===== src/rtl/rr_grant_controller_pkg.sv =====
// Shared definitions for the round-robin grant controller: state encoding,
// requester count, index width and a wrapping index increment helper.
package rr_grant_controller_pkg;

    localparam int NUM_REQ = 4;
    localparam int IDX_W   = 2;

    typedef enum logic {
        ST_IDLE  = 1'b0,
        ST_GRANT = 1'b1
    } state_e;

    // Next requester index in ring order; IDX_W bits wrap 3 -> 0 naturally.
    function automatic logic [IDX_W-1:0] idx_inc(input logic [IDX_W-1:0] idx);
        return idx + {{(IDX_W-1){1'b0}}, 1'b1};
    endfunction

endpackage : rr_grant_controller_pkg


===== src/rtl/rr_grant_controller_grant_decoder.sv =====
// Enable-gated 2-to-4 decoder turning the registered owner index into the
// one-hot grant vector. Output is all zeros while the enable is low.
module grant_decoder
    import rr_grant_controller_pkg::*;
(
    input  logic [IDX_W-1:0]   idx_i,
    input  logic               en_i,
    output logic [NUM_REQ-1:0] dec_o
);

    // One-hot decode of idx_i, forced to zero when not enabled.
    always_comb begin
        dec_o = {NUM_REQ{1'b0}};
        if (en_i) begin
            dec_o[idx_i] = 1'b1;
        end else begin
            dec_o = {NUM_REQ{1'b0}};
        end
    end

endmodule : grant_decoder


===== src/rtl/rr_grant_controller.sv =====
// Round-robin arbiter for four requesters sharing one resource. An owner keeps
// the grant until it drops its request or has held it for MAX_HOLD cycles; on
// release the next owner is chosen on the same edge so there is no idle bubble.
module rr_grant_controller
    import rr_grant_controller_pkg::*;
#(
    parameter int MAX_HOLD = 8
) (
    input  logic               clk,
    input  logic               rst,
    input  logic [NUM_REQ-1:0] req,
    output logic [NUM_REQ-1:0] gnt,
    output logic [IDX_W-1:0]   gnt_idx,
    output logic               gnt_valid,
    output logic               hold_expired
);

    localparam int                CNT_W      = $clog2(MAX_HOLD + 1);
    localparam logic [CNT_W-1:0]  MAX_HOLD_C = CNT_W'(MAX_HOLD);
    localparam logic [CNT_W-1:0]  CNT_ONE    = CNT_W'(1);
    localparam logic [CNT_W-1:0]  CNT_ZERO   = CNT_W'(0);

    state_e             state_q;
    logic [IDX_W-1:0]   gnt_idx_q;
    logic               gnt_valid_q;
    logic               hold_expired_q;
    logic [IDX_W-1:0]   ptr_q;
    logic [CNT_W-1:0]   hold_cnt_q;

    logic [IDX_W-1:0]   search_ptr_s;
    logic [IDX_W-1:0]   cand_s;
    logic               pick_found_s;
    logic [IDX_W-1:0]   pick_idx_s;
    logic               voluntary_s;
    logic               expire_s;
    logic               release_s;
    logic               expire_pulse_s;

    // Release conditions of the current owner; voluntary release wins over expiry.
    always_comb begin
        voluntary_s    = 1'b0;
        expire_s       = 1'b0;
        release_s      = 1'b0;
        expire_pulse_s = 1'b0;
        if (state_q == ST_GRANT) begin
            voluntary_s    = ~req[gnt_idx_q];
            expire_s       = (hold_cnt_q == MAX_HOLD_C);
            release_s      = voluntary_s | expire_s;
            expire_pulse_s = expire_s & ~voluntary_s;
        end else begin
            voluntary_s    = 1'b0;
            expire_s       = 1'b0;
            release_s      = 1'b0;
            expire_pulse_s = 1'b0;
        end
    end

    // Search start: stored pointer when idle, owner+1 when re-arbitrating on
    // release, which also makes an expiring owner the lowest priority.
    always_comb begin
        if (state_q == ST_GRANT) begin
            search_ptr_s = idx_inc(gnt_idx_q);
        end else begin
            search_ptr_s = ptr_q;
        end
    end

    // Rotating-priority pick: scan from the farthest offset down so the
    // closest requesting index to search_ptr_s is the one left standing.
    always_comb begin
        pick_found_s = 1'b0;
        pick_idx_s   = {IDX_W{1'b0}};
        cand_s       = {IDX_W{1'b0}};
        for (int i = NUM_REQ - 1; i >= 0; i--) begin
            cand_s = search_ptr_s + IDX_W'(i);
            if (req[cand_s]) begin
                pick_found_s = 1'b1;
                pick_idx_s   = cand_s;
            end else begin
                pick_found_s = pick_found_s;
                pick_idx_s   = pick_idx_s;
            end
        end
    end

    // Arbitration FSM with registered grant index, valid, expiry pulse,
    // rotating pointer and tenure counter.
    always_ff @(posedge clk) begin
        if (rst) begin
            state_q        <= ST_IDLE;
            gnt_idx_q      <= {IDX_W{1'b0}};
            gnt_valid_q    <= 1'b0;
            hold_expired_q <= 1'b0;
            ptr_q          <= {IDX_W{1'b0}};
            hold_cnt_q     <= CNT_ZERO;
        end else begin
            hold_expired_q <= 1'b0;
            case (state_q)
                ST_IDLE: begin
                    if (pick_found_s) begin
                        state_q     <= ST_GRANT;
                        gnt_idx_q   <= pick_idx_s;
                        gnt_valid_q <= 1'b1;
                        hold_cnt_q  <= CNT_ONE;
                    end
                end
                ST_GRANT: begin
                    if (release_s) begin
                        ptr_q          <= idx_inc(gnt_idx_q);
                        hold_expired_q <= expire_pulse_s;
                        if (pick_found_s) begin
                            gnt_idx_q   <= pick_idx_s;
                            gnt_valid_q <= 1'b1;
                            hold_cnt_q  <= CNT_ONE;
                        end else begin
                            state_q     <= ST_IDLE;
                            gnt_valid_q <= 1'b0;
                            hold_cnt_q  <= CNT_ZERO;
                        end
                    end else begin
                        hold_cnt_q <= hold_cnt_q + CNT_ONE;
                    end
                end
                default: begin
                    state_q        <= ST_IDLE;
                    gnt_valid_q    <= 1'b0;
                    hold_expired_q <= 1'b0;
                    hold_cnt_q     <= CNT_ZERO;
                end
            endcase
        end
    end

    grant_decoder u_grant_decoder (
        .idx_i (gnt_idx_q),
        .en_i  (gnt_valid_q),
        .dec_o (gnt)
    );

    assign gnt_idx      = gnt_idx_q;
    assign gnt_valid    = gnt_valid_q;
    assign hold_expired = hold_expired_q;

endmodule : rr_grant_controller

===== config.mk =====
export PLATFORM = sky130hd
export DESIGN_NAME = rr_grant_controller
export DESIGN_NICKNAME = d
export VERILOG_FILES = /design/src/rtl/rr_grant_controller_pkg.sv /design/src/rtl/rr_grant_controller_grant_decoder.sv /design/src/rtl/rr_grant_controller.sv
export SDC_FILE = /design/constraint.sdc
export NUM_CORES = 1
export LEC_CHECK = 0
export ABC_AREA = 1
export CORE_MARGIN = 2
export CORE_UTILIZATION = 53
export CTS_CLUSTER_SIZE = 25
export DETAILED_ROUTE_END_ITERATION = 10
export PLACE_DENSITY = 0.85
export SKIP_CTS_REPAIR_TIMING = 1
export SYNTH_ARGS = -nofsm -noshare
export SYNTH_HDL_FRONTEND = slang
export SYNTH_SLANG_ARGS = --single-unit

===== constraint.sdc =====
create_clock -name clk -period 2.4 [get_ports clk]
set_input_delay 0.72 -clock clk [delete_from_list [all_inputs] [get_ports clk]]
set_output_delay 0.72 -clock clk [all_outputs]
set_load 0.02 [all_outputs]

-- After elaboration in Yosys (flattened, before gate mapping)
Cells that the tools add are included.
- memories kept: 0
- register bits: 11
- input bits: 6
- output and inout port bits: 8
- bits in writable memories: 0
- bits in read-only memories: 0
- word-level logic and storage cells: 65
- latch bits: 0
- add/sub/neg operators: 5
- multipliers: 0
- order comparisons: 6
- muxes and demuxes: 36
- divide/modulo/power cells: 0
- shifts and indexed selects: 0
- reduce and logical (&&, ||, !) cells: 4
- bitwise gates (word level): 5
- eq/ne operators: 3
- operators by type and width (kind ; count):
    1-bit two-way mux ; 16
    2-bit by 3-bit less-than comparator with 1-bit output, second input constant ; 5
    2-bit two-way mux ; 7
    4-bit two-way mux ; 3
    1-bit binary-select mux with 2-bit select ; 5
    4-bit one-hot mux with 2 select lines ; 1
    2-bit by 1-bit adder with 2-bit output, second input constant ; 2
    2-bit adder, second input constant ; 2
    4-bit by 1-bit adder with 4-bit output, second input constant ; 1
    4-bit equality test, second input constant ; 1
    1-bit one-hot mux with 2 select lines ; 2
    2-bit one-hot mux with 2 select lines ; 1
    2-bit AND reduction ; 2
    1-bit inverter ; 3
    3-bit OR reduction ; 1
    1-bit demux with 2-bit select ; 1
    2-bit by 1-bit >= comparator with 1-bit output, second input constant ; 1
    2-bit by 1-bit inequality test with 1-bit output, second input constant ; 1
    2-bit inequality test, second input constant ; 1
    1-bit bitwise AND ; 1
    1-bit logical AND ; 1
    1-bit bitwise OR ; 1

-- Depth between registers and ports, before layout
Gate-level depths: netlist of the first run.
- depth after elaboration: 12
- depth in mapped cells: 16
- mapped depth without buffers: 16

-- Modules after synthesis
A second synthesis of the first run with hierarchy kept.
- cells, all modules: 126
- area, all modules: 840.8 um^2
- modules (own cells, without submodules) (module ; area an instance (um^2) ; sequential area each (um^2) ; cells an instance ; times used):
    rr_grant_controller ; 810.8 ; 220.2 ; 118 ; 1
    grant_decoder ; 30.0 ; 0.0 ; 8 ; 1

-- Least setup slack after synthesis of the first run
OpenSTA, ideal clock, no wires.
- path type: reg2reg
- start: register gnt_idx_q[0] (netlist: gnt_idx[0])
- end: register gnt_idx_q[1] (netlist: gnt_idx[1])
- arrival time: 1.797 ns
- slack: 0.490 ns
- path buffers: 0
- library setup time: 0.113 ns
- cell stages (with the launch flop): 15
- data required time: 2.287 ns
- clock period less this slack: 1.910 ns
- path through: dfxtp_1 inv_2 ha_1 inv_1 nand2_1 nand2_2 nand2_1 nand2_2 nand2_1 nand2_2 nand3_4 nand2_4 inv_2 nor2_1 nor2_1
- cells in the longest elaborated chain, start to end: 12
- elaborated cells between the ends (all ways): 30
- those cells by class: add/sub (4); eq/ne (1); mux (23); bitwise (2)
- ends and longest elaborated chain (what ; line ; text):
    from (decl) ; rr_grant_controller.sv:24 ; logic [IDX_W-1:0] gnt_idx_q;
    from (signal assigned) ; rr_grant_controller.sv:91 ; gnt_idx_q <= {IDX_W{1'b0}};
    from (signal assigned) ; rr_grant_controller.sv:102 ; gnt_idx_q <= pick_idx_s;
    from (signal assigned) ; rr_grant_controller.sv:112 ; gnt_idx_q <= pick_idx_s;
    2-bit by 1-bit adder with 2-bit output ; rr_grant_controller_pkg.sv:15 ; return idx + {{(IDX_W-1){1'b0}}, 1'b1};
    2-bit two-way mux ; rr_grant_controller.sv:61 ; if (state_q == ST_GRANT) begin
    2-bit adder ; rr_grant_controller.sv:75 ; cand_s = search_ptr_s + IDX_W'(i);
    1-bit binary-select mux with 2-bit select ; rr_grant_controller.sv:76 ; if (req[cand_s]) begin
    1-bit two-way mux (implied by the code) ; rr_grant_controller.sv:76 ;
    2-bit two-way mux or 1-bit two-way mux (tied branches) (4 in a row) ; rr_grant_controller.sv:76 ;
    2-bit two-way mux ; rr_grant_controller.sv:100, rr_grant_controller.sv:111 ;
    2-bit two-way mux ; rr_grant_controller.sv:108 ; if (release_s) begin
    2-bit one-hot mux with 2 select lines ; rr_grant_controller.sv:98 ; case (state_q)
Several ways; a longest one is shown, not always the timed one. The select of a mux whose other input is x is not followed.
A chain may end at the register's enable or synchronous reset.

-- Worst setup path in the final report of the first run
- start: register gnt_idx_q[1] (netlist: gnt_idx[1])
- end: output port gnt[0]
- cells in the longest elaborated chain, start to end: 5
- elaborated cells between the ends (all ways): 6
- those cells by class: order compare (2); mux (3); reduce/logical (1)
- ends and longest elaborated chain (what ; line ; text):
    2-bit by 3-bit less-than comparator with 1-bit output (implied by the code) or 2-bit by 1-bit >= comparator with 1-bit output (tied branches) ; rr_grant_controller_grant_decoder.sv:15 ; dec_o[idx_i] = 1'b1;
    1-bit logical AND (implied by the code) ; rr_grant_controller_grant_decoder.sv:15 ;
    1-bit two-way mux (implied by the code) ; rr_grant_controller_grant_decoder.sv:15 ;
    1-bit demux with 2-bit select * ; - ;
    4-bit two-way mux * ; rr_grant_controller_grant_decoder.sv:14 ; if (en_i) begin
    to (decl) ; rr_grant_controller.sv:12 ; output logic [NUM_REQ-1:0] gnt,
Every way passes the cells marked *; elsewhere a longest branch is shown, timed or not.

==> results of run 1 <==
==> cell families (layout without fill, tap and decap cells) <==
family / after synthesis / count (layout) / synth area share (%)
XOR/XNOR: 2 / 2 / 1.81
AND/OR/NAND/NOR: 89 / 89 / 48.0
AO/OA/AOI/OAI: 15 / 15 / 8.02
flip-flops: 11 / 11 / 22.8
buffers and inverters: 25 / 41 / 11.6
adder cells (fa/ha/maj): 6 / 6 / 7.76
==> sequential cells by signal, indices dropped and copies added, names as in the netlist <==
register      count
state_q           1
hold_cnt_q        4
hold_expired      1
gnt_valid         1
ptr_q             2
gnt_idx           2
==> critical path: stages, from the launching register on <==
cell and delay (ps):
dfxtp_2 360, inv_1 120, ha_1 150, nand2_1 50
inv_1 50, clkdlybuf4s50_1 590
==> synthesized netlist by cell type, drive strengths merged, types with 2 or more instances <==
cell | count | share of area, %
a21oi | 10 | 5.2
and2 | 2 | 1.4
dfxtp | 11 | 23
ha | 6 | 7.8
inv | 23 | 9.4
nand2 | 65 | 34
nand3 | 13 | 8.0
nand4 | 2 | 1.3
nor2 | 6 | 3.1
o21ai | 4 | 2.1
==> routing by layer <==
metal | vias to the layer above | global-route usage, % | wire length, um
li1 | 489 | - | -
met1 | 421 | 25.6 | 934
met2 | 21 | 41.4 | 1090
met3 | 0 | 2.75 | 62
met4 | 0 | 6.67 | 0
met5 | - | 0 | 0
==> worst max path at each step <==
| stage | endpoint | cells past startpoint | start |
|---|---|---|---|
| after CTS | gnt[0] | 5 | gnt_idx[1]$_SDFFE_PP0P_ |
| after floorplan | gnt_idx[1]$_SDFFE_PP0P_ | 14 | gnt_idx[0]$_SDFFE_PP0P_ |
| after global routing | gnt[0] | 5 | gnt_idx[1]$_SDFFE_PP0P_ |
| after detailed placement | ptr_q[1]$_SDFFE_PP0N_ | 7 | req[2] |
| final | gnt[0] | 5 | gnt_idx[1]$_SDFFE_PP0P_ |
| after global placement | ptr_q[1]$_SDFFE_PP0N_ | 7 | req[0] |
==> power groups by stage <==
stage               Sequential, uW  Clock (uW)  Combinational [uW]
finish                         285         120                 831
global route                   290         133                 926
CTS                            281         126                 831
detailed placement             285           0                 828
global placement               281           0                 805
floorplan                      297           0                 599
==> stage by stage <==
stage	hold slack, ps	utilization (%)	setup slack, ps	power [uW]	cell area, um^2
2_1_floorplan	454	-	490	896	967
3_3_place_gp	474	64.6	171	1090	1110
3_5_place_dp	481	64.6	75.5	1110	1110
4_1_cts	495	66.1	5.82	1240	1140
5_1_grt	527	66.4	31.6	1350	1150
6_report	493	66.4	99.5	1240	1150
==> final cells by class <==
cell class / count / area share, %
clock buffers: 4 / 2.29
inverters: 23 / 7.97
multi-input cells: 112 / 55.3
flip-flops and latches: 11 / 19.4
well taps: 25 / 2.73
repair buffers: 14 / 12.2
==> reports/qor.yml, run 1 <==
global_route:
  grt_overflow: 0
  grt_max_degree: 10
  grt_pass1_vias: 887
  grt_first_pass_wirelength_mm: 3.48
  antenna_found_initial: 0
  grtUsageTotal_pct: 22.0
pwr:
  p_leak_uw: 0.000600
  ir_drop_mv: 0.773
  swShare_pct: 51.1
  p_int_uw: 604
  p_seq_share_pct: 23.0
  combinationalPowerShare_pct: 67.2
  powerDensity_mw_per_mm2: 1080
  p_clk_share_pct: 9.7
  p_sw_uw: 632
place:
  place.gp.congestion: 0.872
  io_buffers: 13
  dp_cells: 185
  hpwlAfterDp_mm: 1.76
worst_setup_path:
  worst_ep_required_time_ps: 1680
  reg2reg_from: "gnt_idx[1]$_SDFFE_PP0P_"
  cp.arrival_ps: 1580
  reg2reg_depth: 13
  start_kind: "flop"
  regToRegSetupSlack_ps: 500
  path_class: "reg -> out"
  crit_path_max_fanout: 6
  rr_endpoint: "hold_cnt_q[2]$_SDFFE_PP0P_"
  crit_path_end_kind: "output port"
floorplanning:
  core-area_mm2: 0.00173
  initial_utilization_pct: 56.0
  ios: 14
  dieArea_mm2: 0.00218
  die_h_um: 46.7
  dieWidth_um: 46.7
  row_count: 15
timing:
  rsz0062_at_grt: "false"
  setup_viol: 0
  tns_ps: 0
  min_period_ps: 2300
  finalClockSkew_ps: 0.728
  fin_crit_sh_pct: 95.9
  slew_violations: 0
  timing_hold_violations_final: 0
  worst_pin_slew_ps: 474
  slew-limit-headroom_pct: 68.4
  max_freq_mhz: 435
detailed_routing:
  postRouteWirelength_mm: 2.09
  wl_per_cell_um: 11.1
  num_vias: 931
  viasPerCell: 4.93
  drc: 0
  drtAntennaViolNets: 0
  drt-pass1-iter-count: 4
  drt_iter0_markers: 17
final_layout:
  antenna_cells: 0
  n_fill_cell: 155
  drive_gt1_share_pct: 20.1
  multi_input_area_um2: 634
  finalNonFillerCells: 189
  seq_area_um2: 223
  synthToLayoutAreaGrowth_pct: 18.5
  nNetsFinal: 177
  layout_commonest_cell: "nand2_1"
  layout_common_cells: "46 x nand2_1, 18 x inv_1, 14 x nand2_2"
yosys:
  synth_area_um2: 967
  synth_fp_nets: 160
  ys_async_sr_fraction_pct: 0
  synth-seq-area-share_pct: 22.8
  ys_seq_elements: 11
  syn_area_per_cell_um2: 6.53
  synth_edf_count: 0
  ys_warn_count: 0
  synthCells: 148
  synth_flop_cell: "dfxtp_1"
  synth_cell_type_count: 24
clock_tree:
  clk_path_buf_depth: 2
  htree_levels: 1
  cts-root-buf: "clkbuf_4"
  cts_tree: "done"
  numCtsBuffers: 3
  worstSkewPairLatency_ps: 260
  clock-sinks: 11
  cts.clk_slew.worst_paths_ps: 60
min_path:
  min-delay-path-class: "reg -> reg"
  min_path_cells: 2
  hp-start: "ptr_q[1]$_SDFFE_PP0N_"
  worstHoldEndpoint: "ptr_q[1]$_SDFFE_PP0N_"
job:
  maxCapViolCount: 0
outcome:
  status: "finished, final reports clean"
(Power assumes the default switching activity.)
==> inputs of run 2 (changes only) <==
--- a/config.mk
+++ b/config.mk
@@ -6,7 +6,7 @@
 export NUM_CORES = 1
 export LEC_CHECK = 0
 export ABC_AREA = 1
-export CORE_MARGIN = 2
+export CORE_MARGIN = 3
 export CORE_UTILIZATION = 53
 export CTS_CLUSTER_SIZE = 25
 export DETAILED_ROUTE_END_ITERATION = 10
==> run 2 against run 1 <==
Net effect:
- worst hold slack improved by 15 ps
- non-clock buffer count rose by 1
- final area rose by 0.55%
- clock skew rose by 0.85 ps
- critical path depth did not move
- combinational power rose by 3.0%
- clock-buffer cell count fell by 1
- final cell count did not move
- fmax fell by 0.74%
- critical endpoint unchanged
- largest power group unchanged
==> reports/qor.yml, run 2 (same netlist as run 1, synthesis figures left out) <==
floorplanning:
  core-area_mm2: 0.00161  # was 0.00173 mm^2
  dieArea_mm2: 0.00237  # was 0.00218 mm^2
  ios: 14  # unchanged
  die_h_um: 48.7  # was 46.7 um
  row_count: 14  # was 15
  dieWidth_um: 48.7  # was 46.7 um
  initial_utilization_pct: 60.0  # was 56.0%
worst_setup_path:
  cp.arrival_ps: 1600  # was 1580 ps
  cpMostUsedCell: "inv_1"  # unchanged
  regToRegSetupSlack_ps: 480  # was 500 ps
  start_kind: "flop"  # unchanged
  crit_path_max_fanout: 4  # was 6
  slowest_delay_ps: 520  # was 590 ps
  crit_path_end_kind: "output port"  # unchanged
  worst_ep_required_time_ps: 1680  # about the same
  cp_cell_sequence: "inv_1 > ha_1 > nand2_1 > inv_1 > clkdlybuf4s50_1"  # unchanged
  rr_endpoint: "gnt_idx[1]$_SDFFE_PP0P_"  # was hold_cnt_q[2]$_SDFFE_PP0P_
  reg2reg_depth: 14  # was 13
  reg2reg_from: "gnt_idx[1]$_SDFFE_PP0P_"  # unchanged
  crit_path_top_delay_cell: "clkdlybuf4s50_1"  # unchanged
  path_class: "reg -> out"  # unchanged
timing:
  worst_pin_slew_ps: 503  # was 474 ps
  setup_ws_ps: 82.3  # was 99.5 ps
  holdWs_ps: 508  # was 493 ps
  fin_crit_sh_pct: 96.6  # was 95.9%
  slew_violations: 0  # unchanged
  tns_ps: 0  # unchanged
  slew-limit-headroom_pct: 66.5  # was 68.4%
  min_period_ps: 2320  # was 2300 ps
  timing_hold_violations_final: 0  # unchanged
  rsz0062_at_grt: "false"  # unchanged
  max_freq_mhz: 431  # was 435 MHz
  setup_viol: 0  # unchanged
  finalClockSkew_ps: 1.58  # was 0.728 ps
clock_tree:
  numCtsBuffers: 3  # unchanged
  clk_path_buf_depth: 2  # unchanged
  clock-sinks: 11  # unchanged
  worstSkewPairLatency_ps: 270  # was 260 ps
  cts.clk_slew.worst_paths_ps: 70  # was 60 ps
  cts-root-buf: "clkbuf_4"  # unchanged
  cts_tree: "done"  # unchanged
  htree_levels: 1  # unchanged
min_path:
  hp-start: "hold_cnt_q[1]$_SDFFE_PP0P_"  # was ptr_q[1]$_SDFFE_PP0N_
  min_path_cells: 2  # unchanged
  worstHoldEndpoint: "hold_cnt_q[1]$_SDFFE_PP0P_"  # was ptr_q[1]$_SDFFE_PP0N_
  min-delay-path-class: "reg -> reg"  # unchanged
global_route:
  grt_first_pass_wirelength_mm: 3.61  # was 3.48 mm
  busiest_layer: "met2"  # unchanged
  antenna_found_initial: 0  # unchanged
  grtUsageTotal_pct: 18.9  # was 22.0%
  grt_pass1_vias: 900  # was 887
  met1_usage_pct: 22.8  # was 25.6%
  grt_use_met2_pct: 33.7  # was 41.4%
  grt_max_degree: 10  # unchanged
  use_met3_pct: 3.07  # was 2.75%
  grt_overflow: 0  # unchanged
outcome:
  status: "finished, final reports clean"  # unchanged
pwr:
  powerDensity_mw_per_mm2: 1100  # was 1080 mW/mm^2
  p_leak_uw: 0.000607  # was 0.000600 uW
  ir_drop_mv: 0.654  # was 0.773 mV
  total_power_uw: 1260  # was 1240 uW
final_layout:
  finalNonFillerCells: 189  # unchanged
  n_fill_cell: 137  # was 155
  layout_commonest_cell: "nand2_1"  # unchanged
  layout_common_cells: "46 x nand2_1, 18 x inv_1, 14 x nand2_2"  # unchanged
  antenna_cells: 0  # unchanged
  synthToLayoutAreaGrowth_pct: 19.1  # was 18.5%
  nNetsFinal: 178  # was 177
  largest-register: "hold_cnt_q"  # unchanged
  seq_area_um2: 221  # was 223 um^2
  drive_gt1_share_pct: 20.6  # was 20.1%
  multi_input_area_um2: 634  # unchanged
  largest_reg_flops: 4  # unchanged
place:
  place.gp.congestion: 0.867  # was 0.872
  place_ws_ps: 73.6  # was 75.5 ps
  dp_cells: 185  # unchanged
  hpwlAfterDp_mm: 1.75  # was 1.76 mm
  io_buffers: 13  # unchanged
detailed_routing:
  viasPerCell: 5.05  # was 4.93
  drtAntennaViolNets: 0  # unchanged
  postRouteWirelength_mm: 2.12  # was 2.09 mm
  drc: 0  # unchanged
  drt_iter0_markers: 15  # was 17
  num_vias: 954  # was 931
  wl_per_cell_um: 11.2  # was 11.1 um
  drt-pass1-iter-count: 4  # unchanged
job:
  maxCapViolCount: 0  # unchanged
run 2: worst max path at each step:
| stage | to | slack (ps) | from | cells past startpoint |
|---|---|---|---|---|
| 6_report | gnt[0] | 80 | gnt_idx[1]$_SDFFE_PP0P_ | 5 |
| 5_1_grt | gnt[0] | 10 | gnt_idx[1]$_SDFFE_PP0P_ | 5 |
| 4_1_cts | gnt[1] | 50 | gnt_idx[1]$_SDFFE_PP0P_ | 5 |
| 3_5_place_dp | ptr_q[0]$_SDFFE_PP0N_ | 70 | req[2] | 7 |
| 3_3_place_gp | ptr_q[1]$_SDFFE_PP0N_ | 180 | req[0] | 7 |
| 2_1_floorplan | gnt_idx[1]$_SDFFE_PP0P_ | 490 | gnt_idx[0]$_SDFFE_PP0P_ | 14 |
run 2: routing by layer:
layer,up-vias,wire [um]
met2,30,1030
met5,-,0
met1,429,965
met4,0,24
li1,492,-
met3,3,99
run 2: power breakdown:
part / switching (uW) / internal, uW / leakage, uW
sequential: 52.0 / 224 / 0.0000911
combinational: 532 / 323 / 0.000498
clock: 68.2 / 61.8 / 0.0000177
run 2: worst max-delay path: cells and delay by family, from the launching register on:
kind,cells,cell delay [ps]
and+or+nand+nor,1,60
buffers and inverters,3,660
DFF,1,410
adders and majority gates,1,190
run 2: per-stage QoR:
stage | instance area, um^2 | utilization, %
detailed placement | 1120 | 69.6
global route | 1150 | 71.5
finish | 1150 | 71.5
floorplan | 967 | -
global placement | 1120 | 69.6
CTS | 1150 | 71.3
run 2: final cells by class:
type / count / share of cell area, %
well taps: 24 / 2.61
flip-flops and latches: 11 / 19.2
clock inverters: 1 / 0.434
inverters: 23 / 7.93
clock buffers: 3 / 1.95
repair buffers: 15 / 12.8
multi-input cells: 112 / 55.0
==> inputs of run 3 (changes only) <==
--- a/config.mk
+++ b/config.mk
@@ -8,7 +8,6 @@
 export ABC_AREA = 1
 export CORE_MARGIN = 3
 export CORE_UTILIZATION = 53
-export CTS_CLUSTER_SIZE = 25
 export DETAILED_ROUTE_END_ITERATION = 10
 export PLACE_DENSITY = 0.85
 export SKIP_CTS_REPAIR_TIMING = 1
==> results of run 3 <==
Final layout, timing and power as in run 2 (identical DEF).
